==> src/rtl/regfile_wb_arbiter.sv <==
// regfile_wb_arbiter
//   Shares the single regfile write port between the in-order pipeline
//   writeback (A) and the multi-cycle unit path (B). B results are queued
//   in a small circular FIFO. The winning write is registered into wr_*
//   one cycle ahead of the regfile's negedge write. A pending-write mask is
//   exported for decode-stage hazard detection.
//
// Ports
//   clk, rst_n                  clock, asynchronous active-low reset
//   a_valid/a_ready/a_num/a_data  pipeline writeback request
//   b_valid/b_ready/b_num/b_data  multi-cycle result request (FIFO push)
//   wr_en/wr_num/wr_data        registered regfile write port
//   pending                     bit i set while a write to ri is queued or staged
//   b_count                     current FIFO occupancy
module regfile_wb_arbiter #(
    parameter int DEPTH  = 2,
    parameter int DATA_W = 32
) (
    input  logic                     clk,
    input  logic                     rst_n,
    input  logic                     a_valid,
    output logic                     a_ready,
    input  logic [4:0]               a_num,
    input  logic [DATA_W-1:0]        a_data,
    input  logic                     b_valid,
    output logic                     b_ready,
    input  logic [4:0]               b_num,
    input  logic [DATA_W-1:0]        b_data,
    output logic                     wr_en,
    output logic [4:0]               wr_num,
    output logic [DATA_W-1:0]        wr_data,
    output logic [31:0]              pending,
    output logic [$clog2(DEPTH):0]   b_count
);

    localparam int PW = $clog2(DEPTH);
    localparam int CW = PW + 1;

    logic [4:0]        fifo_num  [DEPTH];
    logic [DATA_W-1:0] fifo_data [DEPTH];
    logic [PW-1:0]     rd_ptr;
    logic [PW-1:0]     wr_ptr;

    logic        full;
    logic        empty;
    logic        a_fire;
    logic        push;
    logic        pop;
    logic [31:0] fifo_hit;

    assign full  = (b_count == CW'(DEPTH));
    assign empty = (b_count == '0);

    // A slot is occupied when its distance from the read pointer (mod DEPTH)
    // is below the occupancy count.
    always_comb begin
        logic [PW-1:0] offs;
        offs     = '0;
        fifo_hit = '0;
        for (int unsigned i = 0; i < DEPTH; i++) begin
            offs = PW'(i) - rd_ptr;
            if ({1'b0, offs} < b_count) begin
                fifo_hit[fifo_num[i]] = 1'b1;
            end
        end
    end

    // A may not overtake an older queued write to the same register.
    assign a_ready = !full && !((a_num != 5'd0) && fifo_hit[a_num]);
    assign b_ready = !full;
    assign a_fire  = a_valid && a_ready;

    // At full the head always wins (A is blocked then), otherwise A has
    // priority and the head only drains in cycles A does not handshake.
    assign pop  = full || (!a_fire && !empty);
    assign push = b_valid && b_ready && (b_num != 5'd0);

    always_ff @(posedge clk) begin
        if (push) begin
            fifo_num[wr_ptr]  <= b_num;
            fifo_data[wr_ptr] <= b_data;
        end
    end

    always_ff @(posedge clk or negedge rst_n) begin
        if (!rst_n) begin
            rd_ptr  <= '0;
            wr_ptr  <= '0;
            b_count <= '0;
            wr_en   <= 1'b0;
            wr_num  <= '0;
            wr_data <= '0;
        end else begin
            if (push) wr_ptr <= wr_ptr + PW'(1);
            if (pop)  rd_ptr <= rd_ptr + PW'(1);

            case ({push, pop})
                2'b10:   b_count <= b_count + CW'(1);
                2'b01:   b_count <= b_count - CW'(1);
                default: b_count <= b_count;
            endcase

            if (pop) begin
                wr_en   <= 1'b1;
                wr_num  <= fifo_num[rd_ptr];
                wr_data <= fifo_data[rd_ptr];
            end else if (a_fire && (a_num != 5'd0)) begin
                wr_en   <= 1'b1;
                wr_num  <= a_num;
                wr_data <= a_data;
            end else begin
                wr_en   <= 1'b0;
            end
        end
    end

    always_comb begin
        pending = fifo_hit;
        if (wr_en) pending[wr_num] = 1'b1;
        pending[0] = 1'b0;
    end

endmodule

==> config.mk <==
export PLATFORM = sky130hd
export DESIGN_NAME = regfile_wb_arbiter
export DESIGN_NICKNAME = d
export VERILOG_FILES = /design/src/rtl/regfile_wb_arbiter.sv
export SDC_FILE = /design/constraint.sdc
export NUM_CORES = 1
export LEC_CHECK = 0
export BUFFER_PORTS_ARGS = -buffer_cell sky130_fd_sc_hd__buf_2
export CAP_MARGIN = 25
export CORE_MARGIN = 4
export CORE_UTILIZATION = 42
export CTS_BUF_LIST = sky130_fd_sc_hd__clkbuf_4 sky130_fd_sc_hd__clkbuf_8 sky130_fd_sc_hd__clkbuf_16
export CTS_CLUSTER_DIAMETER = 40
export DETAILED_ROUTE_END_ITERATION = 16
export PLACE_DENSITY = 0.62
export SYNTH_ARGS = -nofsm -noshare
export SYNTH_HDL_FRONTEND = slang
export SYNTH_SLANG_ARGS = --single-unit
==> constraint.sdc <==
create_clock -name clk -period 9.35 [get_ports clk]
set_input_delay 2.805 -clock clk [delete_from_list [all_inputs] [get_ports clk]]
set_output_delay 2.805 -clock clk [all_outputs]
set_load 0.05 [all_outputs]
==> results of run 1 <==
## cell type report
cell class / count / area share, %
flip-flops and latches: 116 / 41.70
well taps: 184 / 2.932
clock buffers: 17 / 5.417
clock inverters: 15 / 2.055
repair buffers: 160 / 11.04
multi-input cells: 386 / 34.70
inverters: 45 / 2.151
## metal layers
metal | GRT usage, % | wire length [um] | share of wire (%) | vias up
met5 | 0 | 0 | 0 | -
met4 | 7.001 | 332 | 1.7 | 0
met3 | 4.625 | 1064 | 5.4 | 30
met2 | 37.16 | 9857 | 50 | 231
met1 | 30.26 | 8437 | 43 | 2634
li1 | - | - | - | 2517
## kinds of logic after synthesis
| logic type | after synthesis | share of synthesized area (%) |
|---|---|---|
| DFF | 116 | 51.17 |
| adders and majority gates | 1 | 0.1956 |
| muxes | 38 | 5.947 |
| and+or+nand+nor | 171 | 12.72 |
| xor gates and xnor gates | 6 | 0.8216 |
| buffers and inverters | 91 | 6.455 |
| other | 1 | 0.05863 |
| AOI/OAI and AO/OA | 169 | 22.63 |
## power breakdown
group / internal [mW] / switching [mW] / total [mW]
sequential: 0.731 / 0.129 / 0.860
clock: 0.379 / 0.262 / 0.640
combinational: 0.414 / 1.04 / 1.46
total: 1.52 / 1.43 / 2.96
## sequential cells by signal, summed over array words and instances, names as in the netlist
name	cells
wr_en	1
rd_ptr	1
wr_num	5
wr_data	32
fifo_data	64
b_count	2
fifo_num	10
wr_ptr	1
## final timing paths
kind	endpoint	slack [ps]	cells after the start
max in group asynchronous	rd_ptr	6650	2
hold reg to reg	wr_ptr	560	1
setup reg to reg	b_count[1]	4870	14
hold / removal	wr_ptr	560	1
min in group asynchronous	wr_data[1]	2230	1
setup / recovery	a_ready	1790	9
## worst reg2reg max path, cell delays in order, from the launching register on
cell and delay (ps):
dfrtp_2 340, buf_4 550, and2b_1 400, o21ai_1 550, buf_6 230, o22ai_1 150, o211ai_1 270, o311ai_1 180
o2111a_2 240, o21ai_4 350, buf_4 490, inv_2 90, ha_1 320, nor2_1 140, xnor2_1 120
## Yosys cell counts (all sizes together), types with 4 or more instances
cell type / number
or3b: 5
nor2: 50
clkbuf: 22
o2111ai: 6
o211ai: 14
o22ai: 5
inv: 45
o22a: 7
mux2i: 38
a211oi: 4
nand2b: 6
a311oi: 31
o21ai: 15
and3: 4
o21bai: 4
buf: 24
nand3: 16
nand2: 57
a21oi: 33
o221ai: 24
edfxtp: 74
dfrtp: 42
xnor2: 5
or2: 4
nand3b: 8
==> run_results.csv, run 1 <==
group,metric,value,unit
routing,viasPerCell,5.863,
routing,drt-total-wl,19690,um
routing,vias,5412,
power,p_total,2.956,mW
layout,fill_cells,1325,
sta,slew_headroom,41.31,%
die,core.rowCount,44,
layout,fin_nets,805,
worst_setup_path,startpoint,"a_num[0]",
run_status,status,"completed",
power,irDropWorstVdd,0.0002522,V
routing,drcViolationCount,0,
global_route,grt.overflow.total,0,
global_route,track_usage,22.60,%
sta,setup_viol,0,
sta,drv_slew,0,
worst_setup_path,criticalPathCategory,"input pin to output port",
worst_setup_path,cp_cell_sequence,"buf_2 -> nand2b_1 -> nand3_1 -> o32ai_1 -> o211ai_1 -> o211ai_1 -> o2111a_2 -> nor2_1 -> buf_2",
clock_network,worst_skew_pair.late_latency,410,ps
synthesis,ys_types,68,
sta,layout_setup_ws,1793,ps
routing,drt_iter0_drc,363,
die,die_w,131.4,um
placed_design,dp_hpwl,14430,um
power,power_density,376.4,nW/um2
layout,layout.cells.non_filler,923,
placed_design,dpl_cell_area,7246,um2
worst_setup_path,cp.required,6550,ps
global_route,antenna_found_initial,0,
layout,seq_area,3274,um2
global_route,grt_pass1_vias,5353,
sta,grt_setup_unrepaired,"false",
synthesis,ys_async_sr_fraction,36.21,%
clock_network,cts_root_buf,"clkbuf_16",
worst_setup_path,start_kind,"input pin",
die,dieArea,17270,um2
sta,tightest_slew,873.7,ps
min_path,min_from,"wr_ptr",
die,io_pins,152,
clock_network,cts_buffers,17,
routing,dr.pass1.iters,5,
clock_network,postCtsHoldBufs,0,
synthesis,syn-cell-area,6396,um2
clock_network,cts_tree,"done",
die,die_height,131.4,um
clock_network,ctsResizeCount,0,
clock_network,clockBufferDepth,2,
placed_design,port_buffers,150,
synthesis,synth.avg_cell_area,10.79,um2
layout,drive_gt1_share,31.66,%
placed_design,placed_cells,890,
worst_setup_path,crit_path_end_kind,"output port",
clock_network,htree_levels,4,
worst_setup_path,cp_slowest_stage_delay,340,ps
worst_setup_path,cp_slowest_cell,"o211ai_1",
min_path,hold_class,"register to register",
clock_network,clk_pin_slew,60,ps
synthesis,synth_top_area_share,34.74,%
global_route,grt_pass1_wl,31160,um
synthesis,synthesis.nets,672,
worst_setup_path,crit_family,"compound AO/OA/AOI/OAI gates",
synthesis,synth_area_leaders,"edfxtp_1, dfrtp_1, mux2i_1",
worst_setup_path,critPathBufInv,2,
sta,fin_crit,7557,ps
die,start_util,43.51,%
power,leakage,3.288,nW
synthesis,synth_ff_type,"edfxtp_1",
synthesis,synth-edff-count,74,
clock_network,post-cts-setup-buffer-count,0,
synthesis,yosysWarnings,0,
worst_setup_path,crit_arrival,4750,ps
sta,holdWs,555.5,ps
synthesis,yosysSeqAreaShare,51.17,%
worst_setup_path,r2r_start,"rd_ptr",
synthesis,yosysTopAreaCell,"edfxtp_1",
die,coreArea,14700,um2
sta,fmax,132.3,MHz
synthesis,ys_ff_latch,116,
run,max_cap_violations,0,
sta,finalCritPeriodShare,80.83,%
routing,ant_nets,0,
layout,fin_area,7853,um2
layout,final_cell_mix,"buf_2, edfxtp_1, nand2_1, nor2_1, inv_1",
placed_design,dp_slack,1806,ps
sta,hold_viol,0,
routing,wl_per_cell,21.33,um
worst_setup_path,critPathMaxFanout,18,
clock_network,cts_num_sinks,116,
layout,area_delta_synth_final,22.77,%
layout,diodes,0,
sta,fin_setup_tns,0,ps
global_route,grt_max_degree,56,
layout,fin_util,53.42,%
layout,multi_input_area,2725,um2
layout,layout_commonest_cell,"buf_2",
sta,finClkSkew,8.083,ps
synthesis,synthCells,593,
placed_design,finalWeightedCongestion,0.9094,
No activity file was read; power rests on OpenSTA's default activity.
==> inputs of run 2 (changes only) <==
==> constraint.sdc (replaced) <==
create_clock -name clk -period 7.9 [get_ports clk]
set_input_delay 2.37 -clock clk [delete_from_list [all_inputs] [get_ports clk]]
set_output_delay 2.37 -clock clk [all_outputs]
set_load 0.05 [all_outputs]
==> run_results.csv, run 2 (synthesis gave the netlist of run 1 again) <==
group,metric,value,unit
layout,fin_util,53.40,%
die,coreArea,14700,um2
worst_setup_path,criticalPathCategory,"input pin to output port",
clock_network,worst_skew_pair.late_latency,420,ps
sta,fmax,148.1,MHz
worst_setup_path,ff2ff_path_depth,13,
global_route,gr-usage-met3,5.275,%
sta,finalCritPeriodShare,85.45,%
global_route,antenna_found_initial,0,
global_route,grt_max_degree,56,
placed_design,port_buffers,150,
global_route,grt_pass1_vias,5490,
global_route,track_usage,22.55,%
routing,vias,5422,
sta,slew_headroom,45.69,%
worst_setup_path,critPathMaxFanout,18,
worst_setup_path,cp_cell_sequence,"buf_2 -> nand2b_1 -> o211ai_1 -> o32ai_1 -> o21ai_0 -> o31ai_1 -> o2111a_2 -> nor2_1 -> buf_2",
power,irDropWorstVdd,0.0002094,V
layout,layout_commonest_cell,"buf_2",
clock_network,ctsResizeCount,0,
layout,multi_input_area,2725,um2
worst_setup_path,r2r_start,"b_count[0]",
layout,fill_cells,1314,
routing,drcViolationCount,0,
layout,drive_gt1_share,31.66,%
worst_setup_path,cp_slowest_cell,"o2111a_2",
worst_setup_path,cp_slowest_stage_delay,320,ps
layout,largest_reg_flops,64,
routing,dr.pass1.iters,5,
worst_setup_path,crit_arrival,4380,ps
clock_network,cts_root_buf,"clkbuf_16",
clock_network,post-cts-setup-buffer-count,0,
die,io_pins,152,
clock_network,clk_pin_slew,60,ps
routing,wl_per_cell,21.53,um
sta,grt_setup_unrepaired,"false",
layout,area_delta_synth_final,22.73,%
run,max_cap_violations,0,
clock_network,clockBufferDepth,2,
global_route,use_met1,28.98,%
die,core.rowCount,44,
power,leakage,3.282,nW
worst_setup_path,cpMostUsedCell,"buf_2",
worst_setup_path,crit_path_end_kind,"output port",
layout,regMostFlops,"fifo_data",
clock_network,cts_buffers,17,
layout,fin_nets,805,
global_route,grtUsageMet2,37.19,%
sta,finClkSkew,17.12,ps
routing,ant_nets,0,
placed_design,finalWeightedCongestion,0.8847,
power,power_density,443.5,nW/um2
worst_setup_path,cp.required,5530,ps
layout,diodes,0,
sta,hold_viol,0,
sta,tightest_slew,808.4,ps
sta,fin_setup_tns,0,ps
global_route,grt.overflow.total,0,
worst_setup_path,start_kind,"input pin",
layout,top_regs,"fifo_data x64, wr_data x32, fifo_num x10",
die,die_height,131.4,um
placed_design,dp_hpwl,14530,um
sta,fin_crit,6750,ps
global_route,grt_pass1_wl,30990,um
clock_network,cts_num_sinks,116,
die,start_util,43.51,%
layout,final_cell_mix,"buf_2, edfxtp_1, nand2_1, nor2_1, inv_1",
routing,drt-total-wl,19870,um
die,dieArea,17270,um2
layout,seq_area,3274,um2
global_route,grt.busiest_layer,"met2",
min_path,min_from,"wr_ptr",
run_status,status,"completed",
clock_network,cts_tree,"done",
routing,drt_iter0_drc,449,
min_path,min_to,"wr_ptr",
routing,viasPerCell,5.874,
worst_setup_path,r2r_slack,3820,ps
placed_design,placed_cells,890,
sta,drv_slew,0,
sta,holdWs,553.9,ps
worst_setup_path,startpoint,"a_num[0]",
min_path,hold_class,"register to register",
worst_setup_path,rr_endpoint,"b_count[1]",
die,die_w,131.4,um
min_path,hold_depth,1,
sta,setup_viol,0,
layout,layout.cells.non_filler,923,
clock_network,htree_levels,4,
clock_network,postCtsHoldBufs,0,
==> run 2: changes by cell type in the layout (fill, tap and decap cells not counted) <==
cell,change
inv_8,-4
inv_6,-2
buf_16,+1
buf_12,-1
clkinv_4,+6
==> run 2: stage by stage <==
step	setup slack (ps)	total power, mW	area (um2)
after floorplan	1324	2.331	6396
after global placement	1228	2.722	7194
after detailed placement	1180	2.757	7253
after CTS	1183	3.498	7830
after global routing	1085	3.653	7850
final	1150	3.482	7850
==> run 2: final cells by class <==
class / instances / area share, %
Sequential cell: 116 / 41.71
Inverter: 45 / 2.152
Clock inverter: 15 / 1.929
Timing Repair Buffer: 160 / 11.14
Clock buffer: 17 / 5.419
Multi-Input combinational cell: 386 / 34.71
Tap cell: 184 / 2.933
==> run 2: routing by layer <==
metal / wire length, um / vias to the layer above
li1: - / 2513
met1: 8578 / 2672
met2: 9812 / 204
met3: 1037 / 33
met4: 439 / 0
met5: 0 / -
==> run 2: worst max-delay path by stage <==
stage                   end  cells past startpoint  slack [ps]
floorplan           a_ready                      7        1320
global placement    a_ready                      9        1230
detailed placement  a_ready                      9        1180
CTS                 a_ready                      9        1180
global route        a_ready                      9        1090
finish              a_ready                      9        1150
==> run 2: where the power goes <==
part / total [mW] / switching, mW / internal, mW
Combinational: 1.72 / 1.23 / 0.492
Clock: 0.736 / 0.297 / 0.439
Sequential: 1.02 / 0.157 / 0.866
==> run 2: worst max-delay path: cells and delay by family <==
kind                   cells  cell delay (ps)
AOI/OAI and AO/OA          5             1040
buffers and inverters      2              600
and+or+nand+nor            2              340
